**src/rtl/fp_decode_stage.sv**
```systemverilog
// Registered RV F/D instruction decoder with a 2-entry skid buffer and an FMV busy window.
// Optional: define FP_DECODE_PERF_EN to add saturating decoded/illegal instruction counters.
module fp_decode_stage #(
  parameter logic        ENABLE_D  = 1'b1,
  parameter int unsigned MOVE_HOLD = 3,
  parameter int unsigned BUF_DEPTH = 2
) (
  input  logic        clk_i,
  input  logic        rst_i,
  input  logic        flush_i,
  input  logic        instr_valid_i,
  output logic        instr_ready_o,
  input  logic [31:0] instr_i,
  input  logic [2:0]  frm_i,
  output logic        dec_valid_o,
  input  logic        dec_ready_i,
  output logic [3:0]  dec_op_o,
  output logic        dec_op_mod_o,
  output logic [2:0]  dec_src_fmt_o,
  output logic [2:0]  dec_dst_fmt_o,
  output logic [2:0]  dec_rm_o,
  output logic [4:0]  dec_rs1_o,
  output logic [4:0]  dec_rs2_o,
  output logic [4:0]  dec_rs3_o,
  output logic [4:0]  dec_rd_o,
  output logic        dec_fp_wb_o,
  output logic        dec_int_wb_o,
  output logic        dec_load_o,
  output logic        dec_store_o,
  output logic        dec_move_xs_o,
  output logic        dec_move_sx_o,
  output logic        dec_fpu_o,
  output logic        dec_illegal_o,
  output logic        move_busy_o
`ifdef FP_DECODE_PERF_EN
  ,
  output logic [31:0] perf_decoded_o,
  output logic [31:0] perf_illegal_o
`endif
);

  localparam logic [3:0] OP_FMADD = 4'd0, OP_FNMSUB = 4'd1, OP_ADD = 4'd2, OP_MUL = 4'd3,
                         OP_DIV = 4'd4, OP_SQRT = 4'd5, OP_SGNJ = 4'd6, OP_MINMAX = 4'd7,
                         OP_CMP = 4'd8, OP_CLASSIFY = 4'd9, OP_F2F = 4'd10, OP_F2I = 4'd11,
                         OP_I2F = 4'd12;
  localparam logic [2:0] FMT_FP32 = 3'd0, FMT_FP64 = 3'd1;
  localparam int unsigned PTR_W = $clog2(BUF_DEPTH);
  localparam int unsigned CNT_W = $clog2(BUF_DEPTH + 1);

  typedef struct packed {
    logic [3:0] op;
    logic       op_mod;
    logic [2:0] src_fmt;
    logic [2:0] dst_fmt;
    logic [2:0] rm;
    logic [4:0] rs1;
    logic [4:0] rs2;
    logic [4:0] rs3;
    logic [4:0] rd;
    logic       fp_wb;
    logic       int_wb;
    logic       load;
    logic       store;
    logic       move_xs;
    logic       move_sx;
    logic       fpu;
    logic       illegal;
  } dec_t;

  logic [6:0] opc;
  logic [4:0] f5, rs2;
  logic [1:0] fmt;
  logic [2:0] rm_f, fmt_e;
  logic       fmt_ok, use_rm, ill;
  dec_t       d;

  always_comb begin
    opc    = instr_i[6:0];
    f5     = instr_i[31:27];
    fmt    = instr_i[26:25];
    rs2    = instr_i[24:20];
    rm_f   = instr_i[14:12];
    fmt_ok = (fmt == 2'b00) || ((fmt == 2'b01) && ENABLE_D);
    fmt_e  = (fmt == 2'b01) ? FMT_FP64 : FMT_FP32;
    use_rm = 1'b0;
    ill    = 1'b0;
    d         = '0;
    d.src_fmt = fmt_e;
    d.dst_fmt = fmt_e;
    d.rm      = rm_f;
    d.rs1     = instr_i[19:15];
    d.rs2     = rs2;
    d.rs3     = f5;
    d.rd      = instr_i[11:7];
    case (opc)
      7'h07, 7'h27: begin
        d.load  = (opc == 7'h07);
        d.store = (opc == 7'h27);
        d.fp_wb = (opc == 7'h07);
        if (rm_f == 3'b010) begin
          d.src_fmt = FMT_FP32;
          d.dst_fmt = FMT_FP32;
        end else if ((rm_f == 3'b011) && ENABLE_D) begin
          d.src_fmt = FMT_FP64;
          d.dst_fmt = FMT_FP64;
        end else ill = 1'b1;
      end
      7'h43, 7'h47, 7'h4B, 7'h4F: begin
        d.op     = opc[3] ? OP_FNMSUB : OP_FMADD;
        d.op_mod = opc[2];
        d.fp_wb  = 1'b1;
        d.fpu    = 1'b1;
        use_rm   = 1'b1;
        ill      = !fmt_ok;
      end
      7'h53: begin
        d.fpu = 1'b1;
        ill   = !fmt_ok;
        case (f5)
          5'b00000, 5'b00001: begin d.op = OP_ADD; d.op_mod = f5[0]; d.fp_wb = 1'b1; use_rm = 1'b1; end
          5'b00010, 5'b00011: begin d.op = f5[0] ? OP_DIV : OP_MUL; d.fp_wb = 1'b1; use_rm = 1'b1; end
          5'b01011: begin d.op = OP_SQRT; d.fp_wb = 1'b1; use_rm = 1'b1; ill = ill || (rs2 != 5'd0); end
          5'b00100: begin d.op = OP_SGNJ; d.fp_wb = 1'b1; ill = ill || (rm_f > 3'b010); end
          5'b00101: begin d.op = OP_MINMAX; d.fp_wb = 1'b1; ill = ill || (rm_f > 3'b001); end
          5'b10100: begin d.op = OP_CMP; d.int_wb = 1'b1; ill = ill || (rm_f > 3'b010); end
          5'b11000, 5'b11010: begin
            d.op     = f5[1] ? OP_I2F : OP_F2I;
            d.op_mod = rs2[0];
            d.fp_wb  = f5[1];
            d.int_wb = !f5[1];
            use_rm   = 1'b1;
            ill      = ill || (rs2[4:1] != 4'd0);
          end
          5'b01000: begin
            // Only S<->D conversions exist, so source and destination must differ
            d.op      = OP_F2F;
            d.src_fmt = rs2[0] ? FMT_FP64 : FMT_FP32;
            d.fp_wb   = 1'b1;
            use_rm    = 1'b1;
            ill       = ill || !ENABLE_D || (rs2[4:1] != 4'd0) || (rs2[0] == fmt[0]);
          end
          5'b11100: begin
            d.int_wb = 1'b1;
            if (rm_f == 3'b000) begin
              d.op      = OP_SGNJ;
              d.move_xs = 1'b1;
              d.fpu     = 1'b0;
              ill       = ill || (fmt != 2'b00);
            end else if (rm_f == 3'b001) d.op = OP_CLASSIFY;
            else ill = 1'b1;
          end
          5'b11110: begin
            d.op      = OP_SGNJ;
            d.fp_wb   = 1'b1;
            d.move_sx = 1'b1;
            ill       = ill || (rm_f != 3'b000) || (rs2 != 5'd0) || (fmt != 2'b00);
          end
          default: ill = 1'b1;
        endcase
      end
      default: ill = 1'b1;
    endcase
    if (use_rm) begin
      if ((rm_f == 3'b101) || (rm_f == 3'b110)) ill = 1'b1;
      else if (rm_f == 3'b111) begin
        d.rm = frm_i;
        if (frm_i >= 3'b101) ill = 1'b1;
      end
    end
    if (d.rm == 3'b111) d.rm = 3'b000;
    if (ill) begin
      {d.fp_wb, d.int_wb, d.load, d.store, d.move_xs, d.move_sx, d.fpu} = '0;
      d.illegal = 1'b1;
    end
  end

  dec_t             mem [BUF_DEPTH];
  dec_t             head;
  logic [PTR_W-1:0] wr_ptr, rd_ptr;
  logic [CNT_W-1:0] cnt;
  logic [3:0]       hold;
  logic             push, pop;

  assign dec_valid_o   = (cnt != '0);
  assign pop           = dec_valid_o && dec_ready_i;
  // A pop frees a slot in the same cycle, so a full buffer still accepts
  assign instr_ready_o = (cnt != CNT_W'(BUF_DEPTH)) || pop;
  assign push          = instr_valid_i && instr_ready_o && !flush_i;
  assign move_busy_o   = (hold != 4'd0);

  always_ff @(posedge clk_i) begin
    if (push) mem[wr_ptr] <= d;
  end

  always_ff @(posedge clk_i) begin
    if (rst_i || flush_i) begin
      wr_ptr <= '0;
      rd_ptr <= '0;
      cnt    <= '0;
      hold   <= 4'd0;
    end else begin
      if (push) wr_ptr <= (wr_ptr == PTR_W'(BUF_DEPTH - 1)) ? '0 : wr_ptr + 1'b1;
      if (pop)  rd_ptr <= (rd_ptr == PTR_W'(BUF_DEPTH - 1)) ? '0 : rd_ptr + 1'b1;
      cnt <= cnt + CNT_W'(push) - CNT_W'(pop);
      if (push && (d.move_xs || d.move_sx)) hold <= 4'(MOVE_HOLD);
      else if (hold != 4'd0)                hold <= hold - 4'd1;
    end
  end

  always_comb begin
    head = dec_valid_o ? mem[rd_ptr] : '0;
  end

  assign dec_op_o      = head.op;
  assign dec_op_mod_o  = head.op_mod;
  assign dec_src_fmt_o = head.src_fmt;
  assign dec_dst_fmt_o = head.dst_fmt;
  assign dec_rm_o      = head.rm;
  assign dec_rs1_o     = head.rs1;
  assign dec_rs2_o     = head.rs2;
  assign dec_rs3_o     = head.rs3;
  assign dec_rd_o      = head.rd;
  assign dec_fp_wb_o   = head.fp_wb;
  assign dec_int_wb_o  = head.int_wb;
  assign dec_load_o    = head.load;
  assign dec_store_o   = head.store;
  assign dec_move_xs_o = head.move_xs;
  assign dec_move_sx_o = head.move_sx;
  assign dec_fpu_o     = head.fpu;
  assign dec_illegal_o = head.illegal;

`ifdef FP_DECODE_PERF_EN
  always_ff @(posedge clk_i) begin
    if (rst_i) begin
      perf_decoded_o <= '0;
      perf_illegal_o <= '0;
    end else if (push) begin
      if (perf_decoded_o != '1)             perf_decoded_o <= perf_decoded_o + 32'd1;
      if (d.illegal && perf_illegal_o != '1) perf_illegal_o <= perf_illegal_o + 32'd1;
    end
  end
`endif

endmodule

```
**config.mk**
```make
export PLATFORM = sky130hd
export DESIGN_NAME = fp_decode_stage
export DESIGN_NICKNAME = d
export VERILOG_FILES = /design/src/rtl/fp_decode_stage.sv
export SDC_FILE = /design/constraint.sdc
export NUM_CORES = 1
export LEC_CHECK = 0
export CORE_ASPECT_RATIO = 1.1
export CORE_MARGIN = 1
export CORE_UTILIZATION = 45
export DETAILED_ROUTE_END_ITERATION = 10
export PLACE_DENSITY = 0.73
export SLEW_MARGIN = 0
export SYNTH_ARGS = -nofsm -noshare
export SYNTH_HDL_FRONTEND = slang
export SYNTH_SLANG_ARGS = --single-unit
```
**constraint.sdc**
```tcl
create_clock -name clk_i -period 3.08 [get_ports clk_i]
set_clock_uncertainty 0.1 [all_clocks]
set_input_delay 0.462 -clock clk_i [delete_from_list [all_inputs] [get_ports clk_i]]
set_output_delay 0.462 -clock clk_i [all_outputs]
set_load 0.02 [all_outputs]
```
==> results.tsv <==
metric	value	unit
ys_top_cells_by_area	edfxtp_1 (55%), mux2i_1 (9.4%), nor2_1 (5.5%), dfxtp_1 (4.3%), o21ai_0 (1.6%)	
critPathKind	flop to primary output	
port_buffers	80	
cp_top_family	buffers and inverters	
cp-end-kind	primary output	
slew_viol_final	0	
antenna_found_initial	0	
crit_path_start_kind	flop	
ios	85	
start_util	46.5	%
grt_overflow	0	
synth_edf_count	76	
cts_buffer_depth	2	
path_buf_inv	2	
status	finished, final reports clean	
post_cts_buffers	0	
n_antenna_cell	0	
cts_resized	0	
final_common_cell	clkdlybuf4s50_1	
cts.reportedPaths.clkPinSlew	0.09	ns
rsz0062_at_grt	no	
final_util	60.4	%
drt-initial-drc-count	98	
final_nets	492	
vias_per_cell	5.25	
hpwl	6.47	mm
hold_viol	0	
fmax	377	MHz
fin_setup_tns	0	ns
yosys_warnings	0	
wl_per_cell	15.6	um
ctsHoldBuffers	0	
vias	2979	
die_x	93.5	um
placeableCoreArea	0.00892	mm^2
whs	0.423	ns
synth_seq_area_share	59.4	%
dr.pass1.iters	4	
powerDensity	477	mW/mm^2
die_area	0.00959	mm^2
fill_cells	745	
synth_seq_cells	85	
fin_crit_sh	86.0	%
drc_errors	0	
critPathRequiredTime	2.52	ns
slowest_delay	0.54	ns
root_buffer	clkbuf_8	
grt_max_degree	39	
totalWireLength	8.82	mm
synthArstFlopShare	0	%
h-tree-depth	3	
setup_viol	0	
grt_pass1_wl	14.1	mm
syn-cell-area	0.00414	mm^2
seq_area	0.00246	mm^2
syn_to_final_growth	30.1	%
cpMaxStageDelayCell	clkdlybuf4s50_1	
path_cells	nor2_2 > buf_4 > nor2_1 > clkdlybuf4s50_1	
maxCapViolations	0	
final_cell_mix	clkdlybuf4s50_1 (80), edfxtp_1 (76), nor2_1 (58)	
cp.arrival	2.09	ns
gp_congestion	0.896	
fin_crit	2.65	ns
drive_above_1_share	11.0	%
ir_drop	0.248	mV
netlist.area_leader.share	55.1	%
ys_types	58	
drtAntennaViolNets	0	
numCtsBuffers	9	
die_h	103	um
clock_latency	0.35	ns
first_global_vias	2911	
fp-row-count	36	
leakagePower	1.78	nW
cts_tree	done	
worstHoldPathType	flop to flop	
netlist_instances	355	
critPathMaxFanout	13	
relSlewSlack	58.9	%
synth_largest_area_cell	edfxtp_1	
synth-main-ff-cell	edfxtp_1	
cts_sinks	85	
multi_input_area	0.00155	mm^2
grt_usage	19.3	%
p_total	2.57	mW
syn_avg_cell_area	11.7	um^2
worstMarginPinSlew	0.601	ns
final timing paths:
check / slack, ns / start / to / depth (start not counted)
worst max-delay path: 0.43 / cnt[1]$_SDFF_PP0_ / dec_op_o[3] / 4
worst min-delay path: 0.42 / rd_ptr$_SDFFE_PP0P_ / rd_ptr$_SDFFE_PP0P_ / 2
worst max register to register: 0.89 / cnt[1]$_SDFF_PP0_ / cnt[1]$_SDFF_PP0_ / 9
worst min register to register: 0.42 / rd_ptr$_SDFFE_PP0P_ / rd_ptr$_SDFFE_PP0P_ / 2
cells in the mapped netlist (2+ instances only):
| cell | number |
|---|---|
| nand2_1 | 17 |
| nand3_1 | 3 |
| nor2_1 | 61 |
| o21ai_0 | 13 |
| a21o_1 | 3 |
| or4_1 | 2 |
| dfxtp_1 | 9 |
| ha_1 | 4 |
| o21a_1 | 2 |
| nor4_1 | 4 |
| or3_1 | 2 |
| mux2i_1 | 39 |
| o211ai_1 | 3 |
| a31oi_1 | 4 |
| clkbuf_1 | 12 |
| a21oi_1 | 10 |
| o22ai_1 | 2 |
| edfxtp_1 | 76 |
| buf_1 | 4 |
| buf_4 | 6 |
| nand3b_1 | 4 |
| nor3_1 | 6 |
| clkbuf_2 | 2 |
| nand2b_1 | 4 |
| nor2b_1 | 8 |
| xor2_1 | 2 |
| a32oi_1 | 2 |
| nand4_1 | 2 |
| xnor2_1 | 6 |
| and2_1 | 5 |
| nor3b_1 | 4 |
| inv_1 | 8 |
area by class of cell:
class | instances | share of cell area, %
Sequential cell | 85 | 45.7
Inverter | 8 | 0.557
Multi-Input combinational cell | 240 | 28.8
Clock buffer | 10 | 2.37
Timing Repair Buffer | 104 | 18.9
Clock inverter | 6 | 1.02
Tap cell | 114 | 2.65
power breakdown:
part           leakage (nW)  switching, mW  internal [mW]  total, mW
Combinational         0.908          0.275          0.248      0.524
Sequential            0.774         0.0266           1.30       1.33
Clock                0.0934          0.411          0.309      0.720
worst reg2reg max path: stages (launching register included):
cell     delay, ns
dfxtp_1       0.35
nor2_2        0.46
inv_1         0.11
and2_1        0.21
ha_1          0.28
inv_1         0.04
ha_1          0.17
xor2_1        0.16
xnor2_1       0.14
nor2_1        0.05
registers in the layout, summed over array words and instances (netlist names), named ones only:
signal and flops:
mem 76, hold 4, cnt 2, rd_ptr 1
wr_ptr 1
per-stage QoR:
step,instance area [um^2],instances,worst slack (ns)
6_report,5390,567,0.431
5_1_grt,5390,567,0.252
2_1_floorplan,4150,358,0.0874
4_1_cts,5390,567,0.357
3_5_place_dp,5210,551,0.267
3_3_place_gp,5210,551,0.334
metal layers:
metal  wire length (um)  global-route usage [%]  share of wire (%)
met1               3670                    24.1                 42
met2               4440                    33.3                 50
met3                587                    3.61                6.7
met4                116                    7.93                1.3
met5                  0                       0                  0
cell families after synthesis:
kind of cell | Yosys count | share of synthesized area (%)
and+or+nand+nor | 133 | 16.0
DFF | 85 | 59.4
AOI/OAI and AO/OA | 51 | 8.09
muxes | 40 | 9.69
buffers and inverters | 33 | 3.78
xor gates and xnor gates | 8 | 1.69
adders and majority gates | 4 | 1.21
other | 1 | 0.0905
Power figures use the tool's default switching activity.
